--- config.mk ---
export PLATFORM = sky130hd
export DESIGN_NAME = mix_columns
export DESIGN_NICKNAME = d
export VERILOG_FILES = /design/src/rtl/mix_columns.sv
export SDC_FILE = /design/constraint.sdc
export NUM_CORES = 1
export LEC_CHECK = 0
export CAP_MARGIN = 20
export CORE_ASPECT_RATIO = 0.6
export CORE_MARGIN = 4
export CORE_UTILIZATION = 49
export CTS_BUF_LIST = sky130_fd_sc_hd__clkbuf_2
export CTS_CLUSTER_SIZE = 30
export DETAILED_ROUTE_END_ITERATION = 10
export MAX_ROUTING_LAYER = met4
export PLACE_DENSITY_LB_ADDON = 0.05
export SKIP_LAST_GASP = 1
export SLEW_MARGIN = 15
export SYNTH_ARGS = -nofsm -noshare
export SYNTH_HDL_FRONTEND = slang
export SYNTH_SLANG_ARGS = --single-unit
--- constraint.sdc ---
create_clock -name clk -period 2 [get_ports clk]
set_input_delay 0.5 -clock clk [delete_from_list [all_inputs] [get_ports clk]]
set_output_delay 0.5 -clock clk [all_outputs]
set_load 0.1 [all_outputs]
--- src/rtl/mix_columns.sv ---
`default_nettype none
// ============================================================================
//  Module      : mix_columns
//  Description : AES MixColumns round stage. The 128-bit state is treated as
//                four independent 4-byte columns. Each column is multiplied by
//                the fixed AES matrix over GF(2^8) (x^8+x^4+x^3+x+1). The
//                result is registered, so latency is one cycle and the valid
//                flag follows the input valid.
//  Optional    : `define INV_MIX_EN adds the inv port and InvMixColumns logic
//                for the decryption datapath.
//  Ports       : clk       - rising-edge clock
//                reset     - synchronous active-high reset
//                in_valid  - in carries a state this cycle
//                in[127:0] - state, byte i = in[8i+7:8i], column c = bytes
//                            4c..4c+3, byte 4c is row 0
//                inv       - (INV_MIX_EN only) 1 selects InvMixColumns
//                out_valid - out holds a newly computed state
//                out[127:0]- transformed state, same packing as in
//  Revision    : 1.0  initial release
// ============================================================================
module mix_columns (
    input  logic         clk,
    input  logic         reset,
    input  logic         in_valid,
    input  logic [127:0] in,
`ifdef INV_MIX_EN
    input  logic         inv,
`endif
    output logic         out_valid,
    output logic [127:0] out
);

    // Multiply by x in GF(2^8): shift left and reduce when bit 7 falls out.
    function automatic logic [7:0] xtime(input logic [7:0] x);
        return {x[6:0], 1'b0} ^ (x[7] ? 8'h1b : 8'h00);
    endfunction

    logic [127:0] w_result;
    logic [127:0] r_out;
    logic         r_out_valid;

    for (genvar c = 0; c < 4; c++) begin : g_col
        logic [7:0] w_a0, w_a1, w_a2, w_a3;
        logic [7:0] w_x2_0, w_x2_1, w_x2_2, w_x2_3;
        logic [31:0] w_fwd;

        assign w_a0 = in[32*c +  0 +: 8];
        assign w_a1 = in[32*c +  8 +: 8];
        assign w_a2 = in[32*c + 16 +: 8];
        assign w_a3 = in[32*c + 24 +: 8];

        assign w_x2_0 = xtime(w_a0);
        assign w_x2_1 = xtime(w_a1);
        assign w_x2_2 = xtime(w_a2);
        assign w_x2_3 = xtime(w_a3);

        // 3*x is 2*x ^ x, so each row folds the "3" term into an extra x.
        assign w_fwd[ 7: 0] = w_x2_0 ^ (w_x2_1 ^ w_a1) ^ w_a2 ^ w_a3;
        assign w_fwd[15: 8] = w_a0 ^ w_x2_1 ^ (w_x2_2 ^ w_a2) ^ w_a3;
        assign w_fwd[23:16] = w_a0 ^ w_a1 ^ w_x2_2 ^ (w_x2_3 ^ w_a3);
        assign w_fwd[31:24] = (w_x2_0 ^ w_a0) ^ w_a1 ^ w_a2 ^ w_x2_3;

`ifdef INV_MIX_EN
        logic [7:0] w_x4_0, w_x4_1, w_x4_2, w_x4_3;
        logic [7:0] w_x8_0, w_x8_1, w_x8_2, w_x8_3;
        logic [7:0] w_m9_0, w_m9_1, w_m9_2, w_m9_3;
        logic [7:0] w_mb_0, w_mb_1, w_mb_2, w_mb_3;
        logic [7:0] w_md_0, w_md_1, w_md_2, w_md_3;
        logic [7:0] w_me_0, w_me_1, w_me_2, w_me_3;
        logic [31:0] w_inv;

        assign w_x4_0 = xtime(w_x2_0);
        assign w_x4_1 = xtime(w_x2_1);
        assign w_x4_2 = xtime(w_x2_2);
        assign w_x4_3 = xtime(w_x2_3);
        assign w_x8_0 = xtime(w_x4_0);
        assign w_x8_1 = xtime(w_x4_1);
        assign w_x8_2 = xtime(w_x4_2);
        assign w_x8_3 = xtime(w_x4_3);

        // 09 = 8+1, 0b = 8+2+1, 0d = 8+4+1, 0e = 8+4+2
        assign w_m9_0 = w_x8_0 ^ w_a0;
        assign w_m9_1 = w_x8_1 ^ w_a1;
        assign w_m9_2 = w_x8_2 ^ w_a2;
        assign w_m9_3 = w_x8_3 ^ w_a3;
        assign w_mb_0 = w_x8_0 ^ w_x2_0 ^ w_a0;
        assign w_mb_1 = w_x8_1 ^ w_x2_1 ^ w_a1;
        assign w_mb_2 = w_x8_2 ^ w_x2_2 ^ w_a2;
        assign w_mb_3 = w_x8_3 ^ w_x2_3 ^ w_a3;
        assign w_md_0 = w_x8_0 ^ w_x4_0 ^ w_a0;
        assign w_md_1 = w_x8_1 ^ w_x4_1 ^ w_a1;
        assign w_md_2 = w_x8_2 ^ w_x4_2 ^ w_a2;
        assign w_md_3 = w_x8_3 ^ w_x4_3 ^ w_a3;
        assign w_me_0 = w_x8_0 ^ w_x4_0 ^ w_x2_0;
        assign w_me_1 = w_x8_1 ^ w_x4_1 ^ w_x2_1;
        assign w_me_2 = w_x8_2 ^ w_x4_2 ^ w_x2_2;
        assign w_me_3 = w_x8_3 ^ w_x4_3 ^ w_x2_3;

        assign w_inv[ 7: 0] = w_me_0 ^ w_mb_1 ^ w_md_2 ^ w_m9_3;
        assign w_inv[15: 8] = w_m9_0 ^ w_me_1 ^ w_mb_2 ^ w_md_3;
        assign w_inv[23:16] = w_md_0 ^ w_m9_1 ^ w_me_2 ^ w_mb_3;
        assign w_inv[31:24] = w_mb_0 ^ w_md_1 ^ w_m9_2 ^ w_me_3;

        assign w_result[32*c +: 32] = inv ? w_inv : w_fwd;
`else
        assign w_result[32*c +: 32] = w_fwd;
`endif
    end

    // Reset wins over in_valid; an idle cycle holds the last result.
    always_ff @(posedge clk) begin
        if (reset) begin
            r_out       <= '0;
            r_out_valid <= 1'b0;
        end else begin
            r_out_valid <= in_valid;
            if (in_valid) begin
                r_out <= w_result;
            end
        end
    end

    assign out       = r_out;
    assign out_valid = r_out_valid;

endmodule
`default_nettype wire

# ---- After elaboration in Yosys (flattened, before gate mapping)
# Cells that the tools add are included.
dict set report totals {
  elab_cells 98
  inputBits 131
  regBits 129
}
dict set report classes {
  mux 16
  n_bitwise 80
}
# operator count
set op_table {}
lappend op_table {{8-bit bitwise XOR} 64}
lappend op_table {{8-bit by 5-bit bitwise XOR with 8-bit output} 16}
lappend op_table {{5-bit two-way mux} 16}

# ---- Depth between registers and ports, before layout
dict set report logic_depth {
  depth_word 6
  ltp_mapped 6
  ltp_nobuf 4
}

# ---- Worst setup path after synthesis
# OpenSTA, ideal clock, no wires.
dict set report synth_path {
  path_type {input to register}
  from {input reset}
  to {register r_out[102], in the netlist out[102]}
  n_path_buf 4
  cell_stages 6
  setup_slack_ns 0.370
  t_required_ns 1.866
  arrival_ns 1.497
  path_cell_list {clkbuf_1 > nand2b_1 > buf_2 > clkbuf_1 > clkbuf_1 > o22ai_1}
}
# item line
set synth_rtl {}
lappend synth_rtl {{from (decl)} 23} ;# input logic reset,
lappend synth_rtl {{to (signal assigned)} 118} ;# r_out <= w_result;
lappend synth_rtl {{to (decl)} 39} ;# logic [127:0] r_out;

# ---- Worst setup path in the final report
dict set report layout_path {
  from {register r_out[6], in the netlist out[6]}
  to {output out[6]}
}
# item line
set layout_rtl {}
lappend layout_rtl {{to (decl)} 30} ;# output logic [127:0] out
# No word-level cell between the ends.

==> impl_metrics.json <==
{
  "status": "finished, final reports clean",
  "holdPathEnd": "out[52]$_SDFFE_PP0P_",
  "first_iter_violations": 348,
  "crit_buf_inv": 1,
  "syn-mean-instance-area_um2": 9.380,
  "wl_per_cell_um": 17.11,
  "synth-seq-cells": 129,
  "ios": 260,
  "dp_cells": 1447,
  "path_max_fanout": 2,
  "ys_types": 18,
  "routed_wl_um": 25320,
  "yosysWarnings": 0,
  "path_delay_family": "flip-flops",
  "cp_slowest_stage_delay_ns": 0.40,
  "die_area_um2": 18890,
  "gr-total-overflow": 0,
  "grtUsageTotal_pct": 27.03,
  "whs_path_depth": 4,
  "vias": 7180,
  "hold_path.class": "in2reg",
  "syn_inst": 872,
  "syn_nets": 1003,
  "ant_nets": 0,
  "worst_slew_pin_slew_ns": 0.6832,
  "chipHeight_um": 108.1,
  "finalNonFillerCells": 1480,
  "maxSlewHeadroom_pct": 54.45,
  "ir_drop_v": 0.0004976,
  "final_hold_viol_count": 0,
  "cts_resized": 0,
  "h-tree-depth": 4,
  "antenna_found_initial": 1,
  "cts_sinks": 129,
  "required_ns": 1.50,
  "min_from": "reset",
  "postCtsSetupBuffers": 0,
  "worstRegToRegCells": 2,
  "synthesis.area_um2": 8179,
  "cp.depth": 1,
  "fin_crit_ns": 1.910,
  "clk_pin_slew_ns": 0.21,
  "first_global_vias": 7230,
  "layout_common_cells": "xnor2_1, buf_4, clkdlybuf4s50_1, dfxtp_1, xor2_1",
  "nFillCells": 1147,
  "drive_above_1_share_pct": 24.86,
  "reg2reg_from": "out[20]$_SDFFE_PP0P_",
  "finalCritPeriodShare_pct": 95.48,
  "p_total_mw": 11.72,
  "cts_hold_buf": 0,
  "grt_max_degree": 60,
  "synth_edf_count": 0,
  "cp_cell_sequence": "buf_4",
  "firstDrtPassIters": 5,
  "cellPowerDensity_nw_per_um2": 902.8,
  "cp-end-kind": "output port",
  "grt_pass1_wl_um": 39210,
  "rrSetupSlack_ns": 1.22,
  "syn2layout_area_growth_pct": 58.73,
  "cts.path.max_buffers": 2,
  "cpMaxStageDelayCell": "dfxtp_1",
  "timing.rr.end": "out[20]$_SDFFE_PP0P_",
  "rsz0062_at_grt": "true",
  "power.leakage_nw": 4.886,
  "cts_tree": "built",
  "drc": 0,
  "worstSkewPairLatency_ns": 0.69,
  "gp_congestion": 0.9547,
  "drv_slew": 0,
  "core_um2": 16310,
  "hpwl_um": 19880,
  "port_buffers": 259,
  "layout_commonest_cell": "xnor2_1",
  "die_w_um": 174.8,
  "setup_viol": 0,
  "ys.flop_type": "dfxtp_1",
  "utilization_pct": 79.62,
  "nNetsFinal": 1369,
  "synth_seq_area_share_pct": 31.57,
  "criticalPathCategory": "reg2out",
  "cts_buffers": 17,
  "critPathLaunchType": "register",
  "maxCapViolCount": 0,
  "clockRootBuffer": "clkbuf_2",
  "async_reset_ff_share_pct": 0,
  "worst_clock_skew_ns": 0,
  "rows": 36,
  "initial_core_util_pct": 50.16,
  "vias_per_cell": 4.851,
  "maxClockFrequency_ghz": 0.5236,
  "critPathArrivalTime_ns": 1.41
}
## synthesized netlist by cell type (2+ instances only)
master      n  share of area, %
buf_2      11              0.67
buf_4       3              0.28
xor2_1    104                11
o22ai_1    92               7.0
clkbuf_1   37               1.7
nand2_1    32               1.5
a22o_1      3              0.32
nand2b_1   93               7.1
o21ai_0    30               1.8
xnor2_1   325                35
xor2_2      4              0.80
nor2_1      2             0.092
dfxtp_1   129                32
o21ai_1     2              0.12
xnor3_1     2              0.55
## where the power goes
group          switching (mW)  total, mW  internal, mW
Combinational            4.09       6.74          2.65
Sequential              0.345       3.28          2.93
Clock                    1.12       1.70         0.581
Total                    5.55       11.7          6.17
## worst max path at each step
stage,startpoint,endpoint
6_report,out[6]$_SDFFE_PP0P_,out[6]
2_1_floorplan,reset,out[102]$_SDFFE_PP0P_
3_5_place_dp,in[79],out[71]$_SDFFE_PP0P_
5_1_grt,out[10]$_SDFFE_PP0P_,out[10]
3_3_place_gp,in[79],out[95]$_SDFFE_PP0P_
4_1_cts,out[10]$_SDFFE_PP0P_,out[10]
## routing by layer
layer	global-route usage (%)	up-vias	share of wire [%]
met3	8.595	34	8.3
li1	-	3557	-
met4	5.602	0	1.6
met5	-	-	0
met2	39.44	254	42
met1	36.97	3335	48
## registers in the layout (all words and copies together), names as in the netlist
signal,count
out,128
out_valid,1
## final cells by class
cell class / instances / area, um2 / share of cell area (%)
inverters: 1 / 3.754 / 0.02891
clock buffers: 19 / 95.09 / 0.7325
clock inverters: 13 / 138.9 / 1.070
multi-input cells: 691 / 5391 / 41.53
well taps: 228 / 285.3 / 2.197
flip-flops and latches: 129 / 2586 / 19.92
repair buffers: 398 / 4479 / 34.50
diodes: 1 / 2.502 / 0.01928
## stage by stage
| step | hold WS, ns | setup WS (ns) | instance area [um2] | setup TNS [ns] |
|---|---|---|---|---|
| 6_report | 0.09554 | 0.09031 | 12980 | 0 |
| 5_1_grt | 0.03793 | -0.0005828 | 12980 | -0.0005828 |
| 4_1_cts | 0.05334 | 0.01333 | 12920 | 0 |
| 3_5_place_dp | 0.4457 | -0.1859 | 12680 | -4.490 |
| 3_3_place_gp | 0.4359 | -0.1422 | 12680 | -3.339 |
| 2_1_floorplan | 0.6892 | 0.3696 | 8179 | 0 |
## cell families (layout without fill, tap and decap cells)
kind of cell	Yosys count	after routing	synth area share, %
flip-flops	129	129	31.57
multiplexers	1	1	0.1224
other	0	1	0
buffers and inverters	52	431	2.692
AND/OR/NAND/NOR	127	127	8.674
AO/OA/AOI/OAI	127	127	9.316
XOR/XNOR	436	436	47.62
(Power assumes the default switching activity.)
